<file path="src/rtl/puf_pkg.sv">
// Shared types and default widths for the arbiter-PUF reader.
package puf_pkg;

  localparam int PUF_CHAL_W = 32;
  localparam int PUF_RESP_W = 32;

  typedef enum logic [2:0] {
    IDLE,
    PRE,
    FIRE,
    SAMPLE,
    DONE
  } state_e;

  function automatic int max_int(input int a, input int b);
    return (a > b) ? a : b;
  endfunction

endpackage

</file>
<file path="src/rtl/puf_sync.sv">
// Two-flop synchroniser bank for the asynchronous PUF response bits.
module puf_sync #(
  parameter int DATA_W = 32
) (
  input  logic              clk,
  input  logic              rst_n,
  input  logic [DATA_W-1:0] din,
  output logic [DATA_W-1:0] dout
);

  logic [DATA_W-1:0] sync_p0;

  always_ff @(posedge clk or negedge rst_n) begin
    if (!rst_n) begin
      sync_p0 <= '0;
      dout    <= '0;
    end else begin
      sync_p0 <= din;
      dout    <= sync_p0;
    end
  end

endmodule

</file>
<file path="src/rtl/puf_reader.sv">
// Arbiter-PUF initiator: NUM_EVAL races per challenge, per-bit majority vote of the synchronised ID.
// Optional per-bit disagreement mask when PUF_READER_STABILITY_EN is defined.
module puf_reader
  import puf_pkg::*;
#(
  parameter int CHAL_W     = PUF_CHAL_W,
  parameter int RESP_W     = PUF_RESP_W,
  parameter int PRE_CYC    = 4,
  parameter int SETTLE_CYC = 8,
  parameter int NUM_EVAL   = 5
) (
  input  logic              clk_i,
  input  logic              rst_ni,
  input  logic              req_valid_i,
  output logic              req_ready_o,
  input  logic [CHAL_W-1:0] req_challenge_i,
  output logic              puf_enable_o,
  output logic [CHAL_W-1:0] puf_challenge_o,
  input  logic [RESP_W-1:0] puf_id_i,
  output logic              rsp_valid_o,
  input  logic              rsp_ready_i,
  output logic [RESP_W-1:0] rsp_id_o,
  output logic [RESP_W-1:0] rsp_unstable_o
);

  localparam int MAX_CYC = max_int(PRE_CYC, SETTLE_CYC);
  localparam int CYC_W   = (MAX_CYC > 1) ? $clog2(MAX_CYC) : 1;
  localparam int EVAL_W  = (NUM_EVAL > 1) ? $clog2(NUM_EVAL) : 1;
  localparam int CNT_W   = $clog2(NUM_EVAL + 1);

  if ((NUM_EVAL < 1) || (NUM_EVAL % 2 == 0)) begin : g_bad_num_eval
    $error("puf_reader: NUM_EVAL must be odd and >= 1");
  end
  if (SETTLE_CYC < 3) begin : g_bad_settle
    $error("puf_reader: SETTLE_CYC must be >= 3 to cover the synchroniser");
  end
  if (PRE_CYC < 1) begin : g_bad_pre
    $error("puf_reader: PRE_CYC must be >= 1");
  end

  state_e             state;
  logic [CYC_W-1:0]   cyc_cnt;
  logic [EVAL_W-1:0]  eval_cnt;
  logic [CNT_W-1:0]   ones_cnt [RESP_W];
  logic [RESP_W-1:0]  sync_id;
  logic [RESP_W-1:0]  vote;
  logic               accept;

  puf_sync #(.DATA_W(RESP_W)) u_sync (
    .clk   (clk_i),
    .rst_n (rst_ni),
    .din   (puf_id_i),
    .dout  (sync_id)
  );

  assign accept = (state == IDLE) && req_valid_i && req_ready_o;

  always_comb begin
    vote = '0;
    for (int i = 0; i < RESP_W; i++) begin
      vote[i] = ones_cnt[i] > CNT_W'(NUM_EVAL / 2);
    end
  end

  // Vote counters carry no reset: they are cleared on every accepted request.
  always_ff @(posedge clk_i) begin
    if (accept) begin
      for (int i = 0; i < RESP_W; i++) ones_cnt[i] <= '0;
    end else if (state == SAMPLE) begin
      for (int i = 0; i < RESP_W; i++) ones_cnt[i] <= ones_cnt[i] + CNT_W'(sync_id[i]);
    end
  end

  always_ff @(posedge clk_i or negedge rst_ni) begin
    if (!rst_ni) begin
      state           <= IDLE;
      cyc_cnt         <= '0;
      eval_cnt        <= '0;
      req_ready_o     <= 1'b0;
      puf_enable_o    <= 1'b0;
      puf_challenge_o <= '0;
      rsp_valid_o     <= 1'b0;
      rsp_id_o        <= '0;
    end else begin
      case (state)
        IDLE: begin
          req_ready_o <= 1'b1;
          if (accept) begin
            req_ready_o     <= 1'b0;
            puf_challenge_o <= req_challenge_i;
            eval_cnt        <= '0;
            cyc_cnt         <= '0;
            state           <= PRE;
          end
        end
        PRE: begin
          if (cyc_cnt == CYC_W'(PRE_CYC - 1)) begin
            cyc_cnt      <= '0;
            puf_enable_o <= 1'b1;
            state        <= FIRE;
          end else begin
            cyc_cnt <= cyc_cnt + 1'b1;
          end
        end
        FIRE: begin
          if (cyc_cnt == CYC_W'(SETTLE_CYC - 1)) begin
            cyc_cnt <= '0;
            state   <= SAMPLE;
          end else begin
            cyc_cnt <= cyc_cnt + 1'b1;
          end
        end
        SAMPLE: begin
          puf_enable_o <= 1'b0;
          if (eval_cnt == EVAL_W'(NUM_EVAL - 1)) begin
            state <= DONE;
          end else begin
            eval_cnt <= eval_cnt + 1'b1;
            state    <= PRE;
          end
        end
        DONE: begin
          // First DONE cycle registers the vote taken from the final SAMPLE update.
          if (!rsp_valid_o) begin
            rsp_valid_o <= 1'b1;
            rsp_id_o    <= vote;
          end else if (rsp_ready_i) begin
            rsp_valid_o <= 1'b0;
            req_ready_o <= 1'b1;
            state       <= IDLE;
          end
        end
        default: state <= IDLE;
      endcase
    end
  end

`ifdef PUF_READER_STABILITY_EN
  logic [RESP_W-1:0] unstable;

  always_comb begin
    unstable = '0;
    for (int i = 0; i < RESP_W; i++) begin
      unstable[i] = (ones_cnt[i] != '0) && (ones_cnt[i] != CNT_W'(NUM_EVAL));
    end
  end

  always_ff @(posedge clk_i or negedge rst_ni) begin
    if (!rst_ni) begin
      rsp_unstable_o <= '0;
    end else if ((state == DONE) && !rsp_valid_o) begin
      rsp_unstable_o <= unstable;
    end
  end
`else
  assign rsp_unstable_o = '0;
`endif

endmodule
</file>
<file path="config.mk">
export PLATFORM = sky130hd
export DESIGN_NAME = puf_reader
export DESIGN_NICKNAME = d
export VERILOG_FILES = /design/src/rtl/puf_pkg.sv /design/src/rtl/puf_sync.sv /design/src/rtl/puf_reader.sv
export SDC_FILE = /design/constraint.sdc
export NUM_CORES = 1
export LEC_CHECK = 0
export ABC_CLOCK_PERIOD_IN_PS = 6000
export BUFFER_PORTS_ARGS = -buffer_cell sky130_fd_sc_hd__buf_2
export CORE_MARGIN = 10
export CORE_UTILIZATION = 36
export CTS_BUF_LIST = sky130_fd_sc_hd__clkbuf_8
export DETAILED_ROUTE_END_ITERATION = 8
export GPL_TIMING_DRIVEN = 0
export PLACE_DENSITY = 0.62
export SLEW_MARGIN = 10
export SYNTH_ARGS = -nofsm -noshare
export SYNTH_HDL_FRONTEND = slang
export SYNTH_SLANG_ARGS = --single-unit
</file>
<file path="constraint.sdc">
create_clock -name clk_i -period 6 [get_ports clk_i]
set_input_delay 1.2 -clock clk_i [delete_from_list [all_inputs] [get_ports clk_i]]
set_output_delay 1.2 -clock clk_i [all_outputs]
set_load 0.05 [all_outputs]
</file>
== After elaboration in Yosys (flattened, before gate mapping) ==
Memories as Yosys holds them, arrays and structs flattened.
Index checks and enable logic that the tools add are counted.
Cells by class
  add/subtract/negate cells: 34
  magnitude comparators: 32
  equality and inequality tests: 13
  multiplexer cells: 58
  bitwise logic cells: 33
  reductions and logical operators: 14
Operators by type and width (count)
  $mux W3: 42
  $add A3 B1 Y3: 32
  $gt A3 B2 Y1 const B: 32
  $or A1 B1 Y1: 32
  $pmux W3 S5: 1
  $ne A2 B2 Y1 const B: 6
  $mux W1: 11
  $eq A3 B2 Y1 const B: 3
  $eq A3 B3 Y1 const B: 3
  $pmux W3 S3: 1
  $reduce_and A2 Y1: 4
  $add A3 B1 Y3 const B: 2
  $pmux W3 S2: 1
  $reduce_and A3 Y1: 2
  $reduce_bool A2 Y1: 3
  $reduce_and A5 Y1: 1
  $pmux W1 S2: 2
  $eq A3 B1 Y1 const B: 1
  $logic_not A3 Y1: 1
  $reduce_bool A3 Y1: 1
  $logic_and A1 B1 Y1: 2
  $not A1 Y1: 1
Storage, ports and cells
  flip-flop bits (word level): 140
  bits in writable memories: 96
  output and inout bits: 99
  memories kept: 1
Memory list
  ones_cnt: depth 32, width 3, read ports 32, clocked after memory_dff 0, wr ports 32, RTL line puf_reader.sv:44  | logic [CNT_W-1:0] ones_cnt [RESP_W];

== Longest topological paths before layout ==
  depth after elaboration: 6
  mapped depth: 6
  mapped depth without buffers: 5

== By module ==
From an unflattened synthesis, not the netlist that was laid out.
Second synthesis, totals
  cell total of the unflattened synthesis: 674
  area, all modules: 9694.3 um^2
By module, submodules not included
  puf_reader: instances 1, cells each 610, area each 8092.8 um^2
  puf_sync: instances 1, cells each 64, area each 1601.5 um^2

== Least setup slack after synthesis ==
OpenSTA, ideal clock, no wires.
  path type: input-to-reg
  from: input port req_valid_i
  to: memory ones_cnt[0][0] in the netlist's numbering (enable)
  library setup time: 0.471 ns
  arrival: 4.286 ns
  path slack: 1.243 ns
  stages on the path: 4
  cell sequence: nand2_1 nor4_4 buf_2 nand2b_1
RTL lines
  start: declaration: RTL line puf_reader.sv:14  | input logic req_valid_i,
  end: declaration: RTL line puf_reader.sv:44

==> impl_metrics.py <==
metrics = {
    "hold_path": {
        "hold_end": "u_sync.dout[27]",
        "hold_depth": 0,
        "worstHoldStart": "u_sync.sync_p0[27]",
        "hold_path.class": "reg2reg",
    },
    "critical_path": {
        "critPathSlowestCell": "nand2b_4",
        "r2r_cells": 5,
        "crit_required_ns": 6.21,
        "r2r-start": "state[2]",
        "path_buf_inv": 3,
        "reg2reg_slack_ns": 3.11,
        "crit_path_end_kind": "flop",
        "worstPathCellList": "buf_2, nand2_1, nor4_4, buf_2, nand2b_4, buf_16",
        "worst_path_most_repeated_cell": "buf_2",
        "worstPathArrival_ns": 3.24,
        "crit_family": "simple AND/OR/NAND/NOR gates",
        "start_kind": "input pin",
        "path_class": "in2reg",
        "path_max_fanout": 53,
        "max_stage_delay_ns": 0.59,
        "timing.rr.end": "ones_cnt[0][27]",
    },
    "power_and_ir_drop": {
        "peakVddDrop_v": 0.000307,
        "powerDensity_nw_per_um2": 505,
        "p_leak_uw": 0.00544,
    },
    "synth": {
        "synth_simple_gate_area_share_pct": 8.27,
        "synthDistinctLibCells": 38,
        "syn_area_um2": 9580,
        "synth_top_family_by_area": "adder cells",
        "avgSynthCellArea_um2": 14.2,
        "synth.ff_latch_count": 236,
        "netlist_instances": 673,
        "ys.warnings.count": 0,
        "synth_compound_area_share_pct": 4.92,
        "synthAdderAreaFrac_pct": 9.14,
        "seq_area_frac_synth_pct": 66.7,
        "yosys-mux-area-fraction_pct": 3.76,
        "synth_xor_area_share_pct": 2.93,
    },
    "clock_tree": {
        "ctsHoldBuffers": 0,
        "cts_sinks": 236,
        "postCtsSetupBuffers": 0,
        "tritoncts": "built",
        "clk_pin_slew_ns": 0.06,
        "clk_path_buf_depth": 3,
        "cts-htree-levels": 2,
        "cts_resized": 0,
        "cts_root_buf": "clkbuf_8",
        "insertion_delay_ns": 0.54,
        "numCtsBuffers": 43,
    },
    "global_route": {
        "grt_max_degree": 87,
        "grt_usage_pct": 11.8,
        "antenna_found_initial": 2,
        "grt_remaining_overflow": 0,
        "grt_pass1_vias": 6148,
        "grt_pass1_wl_mm": 32.0,
    },
    "finish": {
        "synthToLayoutAreaGrowth_pct": 22.9,
        "sequential_cell_area_um2": 6390,
        "fillerInstances": 2420,
        "final_cells": 1256,
        "multi_input_area_um2": 2910,
        "final_layout_size_suffix_gt1_share_pct": 27.7,
        "nets": 1023,
    },
    "timing": {
        "fin_crit_ns": 3.03,
        "finalSetupTns_ns": 0,
        "tightest_slew_ns": 0.661,
        "maxClockFrequency_mhz": 330,
        "hold_viol": 0,
        "fin_crit_sh_pct": 50.5,
        "setup_viol_count_final": 0,
        "rsz0062_at_grt": "false",
        "relSlewSlack_pct": 55.6,
        "maxSlewViolCount": 0,
        "skew_ns": 0.0132,
    },
    "drt": {
        "wl_per_cell_um": 15.7,
        "wl_mm": 19.8,
        "postRouteAntennaNets": 0,
        "viasPerCell": 4.44,
        "vias": 5574,
        "drtPass1Iterations": 4,
        "drt_drc_violations_left": 0,
        "drt_iter0_drc": 176,
    },
    "floorplanning": {
        "die_h_um": 183,
        "die_area_um2": 33500,
        "coreArea_um2": 26100,
        "io_pins": 167,
        "die_x_um": 183,
        "row_count": 59,
        "start_util_pct": 36.7,
    },
    "status": {
        "outcome": "complete, no violations",
    },
    "placement": {
        "dp_cells": 1175,
        "dp.final_hpwl_mm": 13.0,
        "portBuffers": 134,
        "gp_congestion": 0.740,
    },
    "job": {
        "cap_violations": 0,
    },
}
[placed cells by master (no fill, tap or decap), drive strengths merged, types with 2 or more instances in the layout]
master / instances
clkinv: 11
inv: 20
nand2: 6
a21oi: 70
bufinv: 3
nand3: 4
nor2: 67
clkbuf: 56
nand2b: 3
and2: 36
xnor2: 32
dfrtp: 140
ha: 70
o31ai: 3
buf: 188
edfxtp: 96
o21ai: 3
nor2b: 29
conb: 32
mux2: 32
and3: 2
[worst register-to-register path, stage by stage (launching register included)]
cell and delay [ns]:
dfrtp_1 0.38, buf_2 0.19, nor4_4 0.65, buf_2 0.36
nand2b_4 0.59, buf_16 0.34
[synth_stat cells, drive strengths merged]
library cell / count / area [µm²]
or2: 1 / 6.26
nand3: 4 / 20.0
clkbuf: 4 / 15.0
dfrtp: 140 / 3500
a21oi: 70 / 350
ha: 70 / 876
nor4: 1 / 21.3
a21bo: 1 / 10.0
o2bb2ai: 1 / 8.76
a21boi: 1 / 7.51
o21ai: 3 / 15.0
conb: 1 / 3.75
xnor2: 32 / 280
and2: 36 / 225
o22ai: 1 / 6.26
a2bb2oi: 1 / 8.76
nor3: 1 / 5.00
nor2: 67 / 251
and3: 2 / 12.5
and3b: 1 / 8.76
mux2: 32 / 360
a31oi: 1 / 6.26
nor2b: 29 / 181
inv: 7 / 26.3
a211o: 1 / 8.76
a221oi: 1 / 8.76
buf: 52 / 368
a32o: 1 / 10.0
nand2: 6 / 22.5
a22o: 1 / 8.76
edfxtp: 96 / 2880
o31ai: 3 / 22.5
nand2b: 3 / 18.8
and4b: 1 / 10.0
nor4b: 1 / 8.76
[state kept, by name, summed over array words and instances (netlist names)]
name,flops
ones_cnt,96
puf_challenge_o,32
rsp_id_o,32
u_sync.dout,32
u_sync.sync_p0,32
cyc_cnt,3
eval_cnt,3
state,3
puf_enable_o,1
req_ready_o,1
rsp_valid_o,1
[power breakdown]
part	switching (µW)	internal [µW]	total (µW)	leakage (µW)
registers	257	2320	2580	0.00263
logic	1170	623	1800	0.00229
clock network	657	916	1570	0.000511
[worst max-delay path by stage]
stage / from / end / slack (ns) / depth (start not counted)
2_1_floorplan: req_valid_i / ones_cnt[0][0] / 1.24 / 4
3_3_place_gp: req_valid_i / ones_cnt[0][21] / -0.47 / 5
3_5_place_dp: req_valid_i / ones_cnt[0][73] / 2.29 / 6
4_1_cts: req_valid_i / ones_cnt[0][80] / 2.86 / 6
5_1_grt: req_valid_i / ones_cnt[0][80] / 2.79 / 6
6_report: req_valid_i / ones_cnt[0][27] / 2.97 / 6
[through the flow]
step | worst slack [ns] | hold slack [ns] | power (µW) | cell area, µm² | utilization [%]
4_1_cts | 2.86 | 0.342 | 6060 | 11800 | 45.0
3_5_place_dp | 2.29 | 0.335 | 4430 | 10900 | 41.5
3_3_place_gp | -0.469 | 0.334 | 4400 | 10800 | 41.3
5_1_grt | 2.79 | 0.344 | 6370 | 11800 | 45.0
2_1_floorplan | 1.24 | 0.331 | 3940 | 9700 | -
6_report | 2.97 | 0.341 | 5950 | 11800 | 45.1
[cell type report]
class | instances | area share [%]
repair buffers | 136 | 6.25
plain buffers | 56 | 3.25
clock inverters | 28 | 1.68
well taps | 335 | 3.56
flip-flops and latches | 236 | 54.2
inverters | 7 | 0.223
clock buffers | 52 | 6.08
diodes | 1 | 0.0213
multi-input cells | 405 | 24.7
[per-layer routing]
metal | global-route usage, % | vias up | wire length, µm
met5 | 0 | - | 11
met4 | 4.03 | 2 | 374
met3 | 5.20 | 40 | 1870
met2 | 18.5 | 172 | 8950
met1 | 14.2 | 2650 | 8570
li1 | - | 2710 | -
[cells by family after synthesis]
kind of cell,count (synthesis)
flip-flops,236
multiplexers,32
adder cells (fa/ha/maj),70
AND/OR/NAND/NOR,153
XOR/XNOR,32
AO/OA/AOI/OAI,86
buffers and inverters,63
other,1
Power figures use the tool's default switching activity.
